--- src/rtl/btb_assoc.sv ---
// -----------------------------------------------------------------------------
// btb_assoc
//   Set-associative branch target buffer with a saturating-counter direction
//   predictor. Two independent combinational fetch lookups (slots A and B) see
//   the array as it stood before the current clock edge. A resolve-stage update
//   port trains counters, refreshes targets and allocates taken branches.
//   A flush engine invalidates one set per cycle, so a full flush takes SETS
//   cycles.
//
// Ports
//   clk, rst_n                  clock, asynchronous active-low reset
//   pc_a / pc_b                 lookup PCs for slots A and B
//   hit_x, taken_x, target_x    per-slot prediction (target is pc_x+2 unless
//                               the slot is predicted taken)
//   upd_valid, upd_pc,
//   upd_taken, upd_target       resolved-branch update
//   flush_req                   start a full invalidation
//   flush_busy                  flush engine active
// -----------------------------------------------------------------------------
module btb_assoc #(
    parameter int PC_W     = 16,
    parameter int SETS     = 64,
    parameter int WAYS     = 2,
    parameter int CTR_W    = 2,
    parameter int CTR_INIT = 2
) (
    input  logic            clk,
    input  logic            rst_n,
    input  logic [PC_W-1:0] pc_a,
    output logic            hit_a,
    output logic            taken_a,
    output logic [PC_W-1:0] target_a,
    input  logic [PC_W-1:0] pc_b,
    output logic            hit_b,
    output logic            taken_b,
    output logic [PC_W-1:0] target_b,
    input  logic            upd_valid,
    input  logic [PC_W-1:0] upd_pc,
    input  logic            upd_taken,
    input  logic [PC_W-1:0] upd_target,
    input  logic            flush_req,
    output logic            flush_busy
);

    localparam int IDX_W = $clog2(SETS);
    localparam int TAG_W = PC_W - 1 - IDX_W;
    localparam int WAY_W = (WAYS > 1) ? $clog2(WAYS) : 1;

    typedef enum logic {
        S_IDLE,
        S_FLUSH
    } state_t;

    typedef struct packed {
        logic            hit;
        logic            taken;
        logic [PC_W-1:0] target;
    } lookup_t;

    // Array state
    logic [SETS-1:0][WAYS-1:0]            valid_q, valid_d;
    logic [SETS-1:0][WAYS-1:0][CTR_W-1:0] ctr_q, ctr_d;
    logic [SETS-1:0][WAYS-1:0][TAG_W-1:0] tag_q, tag_d;
    logic [SETS-1:0][WAYS-1:0][PC_W-1:0]  target_q, target_d;
    logic [SETS-1:0][WAY_W-1:0]           vptr_q, vptr_d;

    // Flush engine
    state_t           state_q, state_d;
    logic [IDX_W-1:0] fcnt_q, fcnt_d;

    // Bit 0 of the update PC carries no information (instructions are 2-byte aligned).
    logic unused_upd_pc0;
    assign unused_upd_pc0 = upd_pc[0];

    // -------------------------------------------------------------------------
    // Lookup: reads only registered state, so a same-cycle update is invisible.
    // Allocation never duplicates a tag, so at most one way matches.
    // -------------------------------------------------------------------------
    function automatic lookup_t lookup(input logic [PC_W-1:0] pc);
        logic [IDX_W-1:0] idx;
        logic [TAG_W-1:0] tag;
        lookup_t          r;
        idx      = pc[IDX_W:1];
        tag      = pc[PC_W-1:IDX_W+1];
        r.hit    = 1'b0;
        r.taken  = 1'b0;
        r.target = pc + PC_W'(2);
        if (state_q == S_IDLE) begin
            for (int w = 0; w < WAYS; w++) begin
                if (valid_q[idx][WAY_W'(w)] && (tag_q[idx][WAY_W'(w)] == tag)) begin
                    r.hit = 1'b1;
                    if (ctr_q[idx][WAY_W'(w)][CTR_W-1]) begin
                        r.taken  = 1'b1;
                        r.target = target_q[idx][WAY_W'(w)];
                    end
                end
            end
        end
        return r;
    endfunction

    lookup_t look_a, look_b;

    always_comb begin
        look_a   = lookup(pc_a);
        look_b   = lookup(pc_b);
        hit_a    = look_a.hit;
        taken_a  = look_a.taken;
        target_a = look_a.target;
        hit_b    = look_b.hit;
        taken_b  = look_b.taken;
        target_b = look_b.target;
    end

    // -------------------------------------------------------------------------
    // Flush FSM: state register / next-state / output
    // -------------------------------------------------------------------------
    // NOTE: sequential state uses non-blocking assignments so every flop samples
    // the pre-edge values of the others; blocking here would create ordering races.
    always_ff @(posedge clk or negedge rst_n) begin
        if (!rst_n) begin
            state_q <= S_IDLE;
            fcnt_q  <= '0;
        end else begin
            state_q <= state_d;
            fcnt_q  <= fcnt_d;
        end
    end

    // NOTE: every combinational output gets a default before any branch, so no
    // path leaves it unassigned and no latch is inferred.
    always_comb begin
        state_d = state_q;
        fcnt_d  = fcnt_q;
        unique case (state_q)
            S_IDLE: begin
                if (flush_req) begin
                    state_d = S_FLUSH;
                    fcnt_d  = '0;
                end
            end
            S_FLUSH: begin
                fcnt_d = fcnt_q + 1'b1;
                if (fcnt_q == IDX_W'(SETS - 1)) begin
                    state_d = S_IDLE;
                end
            end
            default: state_d = S_IDLE;
        endcase
    end

    always_comb begin
        flush_busy = (state_q == S_FLUSH);
    end

    // -------------------------------------------------------------------------
    // Update / allocate / flush-clear of the array
    // -------------------------------------------------------------------------
    logic [IDX_W-1:0] upd_idx;
    logic [TAG_W-1:0] upd_tag;
    logic             upd_hit;
    logic [WAY_W-1:0] upd_way;
    logic [WAY_W-1:0] vic_way;
    logic             vic_evict;
    logic             upd_fire;

    always_comb begin
        upd_idx  = upd_pc[IDX_W:1];
        upd_tag  = upd_pc[PC_W-1:IDX_W+1];
        // A flush request in the same IDLE cycle wins over the update.
        upd_fire = upd_valid && (state_q == S_IDLE) && !flush_req;

        upd_hit = 1'b0;
        upd_way = '0;
        for (int w = 0; w < WAYS; w++) begin
            if (valid_q[upd_idx][WAY_W'(w)] && (tag_q[upd_idx][WAY_W'(w)] == upd_tag)) begin
                upd_hit = 1'b1;
                upd_way = WAY_W'(w);
            end
        end

        // Lowest-numbered invalid way wins; descending scan leaves the lowest last.
        vic_way   = vptr_q[upd_idx];
        vic_evict = 1'b1;
        for (int w = WAYS - 1; w >= 0; w--) begin
            if (!valid_q[upd_idx][WAY_W'(w)]) begin
                vic_way   = WAY_W'(w);
                vic_evict = 1'b0;
            end
        end

        valid_d  = valid_q;
        ctr_d    = ctr_q;
        tag_d    = tag_q;
        target_d = target_q;
        vptr_d   = vptr_q;

        if (state_q == S_FLUSH) begin
            valid_d[fcnt_q] = '0;
            vptr_d[fcnt_q]  = '0;
        end else if (upd_fire) begin
            if (upd_hit) begin
                if (upd_taken) begin
                    if (ctr_q[upd_idx][upd_way] != '1) begin
                        ctr_d[upd_idx][upd_way] = ctr_q[upd_idx][upd_way] + 1'b1;
                    end
                    target_d[upd_idx][upd_way] = upd_target;
                end else if (ctr_q[upd_idx][upd_way] != '0) begin
                    ctr_d[upd_idx][upd_way] = ctr_q[upd_idx][upd_way] - 1'b1;
                end
            end else if (upd_taken) begin
                valid_d[upd_idx][vic_way]  = 1'b1;
                tag_d[upd_idx][vic_way]    = upd_tag;
                target_d[upd_idx][vic_way] = upd_target;
                ctr_d[upd_idx][vic_way]    = CTR_W'(CTR_INIT);
                // Pointer only moves when it actually chose the victim.
                if (vic_evict) begin
                    vptr_d[upd_idx] = (vptr_q[upd_idx] == WAY_W'(WAYS - 1)) ?
                                      '0 : vptr_q[upd_idx] + 1'b1;
                end
            end
        end
    end

    always_ff @(posedge clk or negedge rst_n) begin
        if (!rst_n) begin
            valid_q <= '0;
            ctr_q   <= '0;
            vptr_q  <= '0;
        end else begin
            valid_q <= valid_d;
            ctr_q   <= ctr_d;
            vptr_q  <= vptr_d;
        end
    end

    // NOTE: tag and target storage is deliberately not reset; the valid bit
    // gates every read, and leaving them reset-free keeps them plain RAM-like flops.
    always_ff @(posedge clk) begin
        tag_q    <= tag_d;
        target_q <= target_d;
    end

endmodule

--- config.mk ---
export PLATFORM = sky130hd
export DESIGN_NAME = btb_assoc
export DESIGN_NICKNAME = d
export VERILOG_FILES = /design/src/rtl/btb_assoc.sv
export SDC_FILE = /design/constraint.sdc
export NUM_CORES = 2
export LEC_CHECK = 0
export ABC_AREA = 1
export CAP_MARGIN = 30
export CORE_MARGIN = 2
export CORE_UTILIZATION = 35
export CTS_CLUSTER_SIZE = 40
export DETAILED_ROUTE_END_ITERATION = 16
export PLACE_DENSITY = 0.57
export SYNTH_ARGS = -nofsm -noshare
export SYNTH_HDL_FRONTEND = slang
export SYNTH_SLANG_ARGS = --single-unit
export TNS_END_PERCENT = 50
--- constraint.sdc ---
create_clock -name clk -period 3.78 [get_ports clk]
set_clock_uncertainty 0.1 [all_clocks]
set_input_delay 0.756 -clock clk [delete_from_list [all_inputs] [get_ports clk]]
set_output_delay 0.756 -clock clk [all_outputs]
set_load 0.02 [all_outputs]
==> impl_metrics.toml <==
[layout]
postLayoutCoreUtil = 0.452
mostFrequentLayoutCell = "nand2_1"
drive_gt1_frac = 0.181
syn_to_final_growth_pct = 28.5
multi_input_area_sq_um = 48700
finalNetCount = 15368
seqCellArea_sq_um = 54600
design_area_sq_um = 141000
fillers = 30340
layout_common_cells = "nand2_1 (3231), o21ai_0 (1951), edfxtp_1 (1600)"

[grt]
antenna_found_initial = 23
grt_pass1_vias = 103022
track_usage = 0.318
grt_pass1_wl_um = 744000
grt_max_degree = 81
overflow = 0

[hold_path]
hp-class = "input port to flop"
holdPathStages = 1
worstHoldStart = "upd_pc[13]"
hold_end = "tag_q[618]"

[logic_synthesis]
synth_edf_count = 1600
synth-seq-cells = 1863
synth_fp_nets = 14244
synth_cell_type_count = 50
synthCells = 14170
synth_warnings = 0
synthFlopType = "edfxtp_1"
syn_area_sq_um = 110000
async_reset_ff_frac = 0.141
synth.avg_cell_area_sq_um = 7.75
yosysSeqAreaShare = 0.497

[run_status]
violations = "setup timing"
status = "finished, violations left"

[die]
die_area_sq_um = 318000
pin_count = 106
fp.dieW_um = 564
start_util = 0.352
die_h_um = 564
rows = 205
coreArea_sq_um = 312000

[pwr]
p_leak_nw = 58.0
total_power_w = 0.0538
peakVddDrop_v = 0.000407
power_density_nw_per_um2 = 381

[critical_path]
critPathMaxFanout = 26
worstSetupPathType = "input port to output pin"
endpoint_kind = "output pin"
r2r_start = "tag_q[112]"
reg2reg_depth = 24
required_ns = 2.92
rr_endpoint = "target_q[198]"
critPathMaxStageDelay_ns = 0.35
crit_chain = "buf_12, buf_16, buf_12, a21oi_1, o21ai_0, o21ai_0, buf_4, o211ai_1, nand2_1, nand3_2, nand2_1, nand2_1, nand2_1, inv_1, nand3_1, nor2_2, buf_6, nand2_8, buf_6, buf_12, o21ai_4, buf_6"
crit_top_cell = "nand2_1"
crit_slowest_cell = "o211ai_1"
arrival_ns = 3.93
r2r_slack_ns = 0.05
critPathLaunchType = "input port"

[detailed_routing]
avgRoutedWirePerCell_um = 26.9
drt_iter0_drc = 18293
via_per_inst = 5.83
firstDrtPassIters = 9
antenna_left = 0
wl_um = 528000
num_vias = 114433
drc = 0

[sta]
period_needed_ns = 4.79
final.setup.tns_ns = -32.26
min_period_over_period = 1.27
finalSetupViolCount = 36
rsz0062_at_grt = "yes"
layout_setup_ws_ns = -1.01
max_freq_ghz = 0.209
drv_slew = 0
slew_headroom = 0.272
tightest_slew_ns = 1.09
hold_viol = 0

[placement]
pre_cts_ws_ns = -1.77
portBuffers = 104
gp_congestion = 1.01
dp_hpwl_um = 366000
placed_area_sq_um = 131000

[clock_network]
cts_made_buffers = 221
path_clk_slew_ns = 0.06
clock_sinks = 1863
ctsLongestPathBuffers = 4
root_buffer = "clkbuf_16"
tritoncts = "yes"
h-tree-depth = 4
clock_latency_ns = 0.93

[job]
maxCapViolCount = 0
==> worst max-delay path: cells and delay by family <==
family	cells	cell delay, ns
AOI/OAI and AO/OA	5	0.94
and+or+nand+nor	8	0.76
buffers and inverters	9	1.41
==> registers in the layout (all words and copies together) (netlist names) <==
| signal | count |
|---|---|
| ctr_q | 128 |
| target_q | 1024 |
| fcnt_q | 6 |
| tag_q | 576 |
| vptr_q | 64 |
| flush_busy | 1 |
| valid_q | 64 |
==> layout make-up <==
| cell class | count | share of cell area |
|---|---|---|
| tap | 4140 | 0.0367 |
| timing repair buffer | 2074 | 0.154 |
| sequential | 1863 | 0.387 |
| inverter | 981 | 0.0272 |
| multi-input combinational | 10151 | 0.345 |
| clock inverter | 111 | 0.00723 |
| clock buffer | 292 | 0.0427 |
| antenna | 5 | 0.0000886 |
| timing repair inverter | 2 | 0.000177 |
==> cell usage after synthesis, types with 16 or more instances <==
cell      number  area share
a22oi_1       20      0.0014
clkbuf_1     725       0.025
edfxtp_1    1600        0.44
o21ai_0     2015       0.092
nor3_1        26      0.0012
nor2_1      1610       0.055
nand4_1      151      0.0086
inv_1        935       0.032
xor2_1        23      0.0018
nand3_1      912       0.042
inv_2         29     0.00099
nand2_1     3326        0.11
clkinv_1      16     0.00055
a21boi_0      18      0.0012
o211ai_1     442       0.030
buf_4         19      0.0013
dfrtp_1      263       0.060
o22ai_1       68      0.0039
buf_1        142      0.0049
a21oi_1     1321       0.060
a31oi_1       59      0.0034
buf_2        288       0.013
a221oi_1      20      0.0016
nand2_2       41      0.0023
==> worst max path at each step <==
stage / slack [ns] / start / endpoint
after floorplan: -0.24 / upd_pc[1] / target_q[448]
after global placement: -1.77 / pc_b[4] / target_b[7]
after detailed placement: -1.77 / pc_b[4] / target_b[7]
after CTS: -0.94 / tag_q[25] / target_b[5]
after global routing: -1.09 / tag_q[25] / target_b[5]
final: -1.01 / pc_b[1] / target_b[5]
==> logic make-up (layout without fill, tap and decap cells) <==
logic type | Yosys count | count (layout) | synth area share
other | 0 | 5 | 0
and+or+nand+nor | 6082 | 6082 | 0.223
AOI/OAI and AO/OA | 4037 | 4037 | 0.199
xor gates and xnor gates | 26 | 26 | 0.00207
muxes | 1 | 1 | 0.0000911
adders and majority gates | 5 | 5 | 0.000569
DFF | 1863 | 1863 | 0.497
buffers and inverters | 2156 | 3460 | 0.0777
==> metal layers <==
layer	wire [um]	global-route usage
met2	222000	0.467
met4	31300	0.163
met5	170	0
met1	206000	0.436
met3	67400	0.0751
==> where the power goes <==
group | leakage, nW | internal, W | switching (W) | total (W)
logic | 35.4 | 0.00307 | 0.00635 | 0.00942
clock network | 3.44 | 0.0123 | 0.00933 | 0.0216
registers | 19.2 | 0.0225 | 0.000319 | 0.0228
total | 58.0 | 0.0378 | 0.0160 | 0.0538
==> timing repair <==
item,CTS,global route
gates resized for setup,440,268
buffers inserted,33,30
pin swaps,97,82
hold buffers,1,0
endpoints found under the hold margin,75,0
endpoints found under the setup margin,231,2369
gates cloned,13,13
==> stage by stage <==
stage	hold slack (ns)	cells
finish	0.148	19619
global route	0.133	19616
floorplan	0.342	14170
global placement	0.363	19143
CTS	0.0993	19581
detailed placement	0.366	19144
Power figures use the tool's default switching activity.
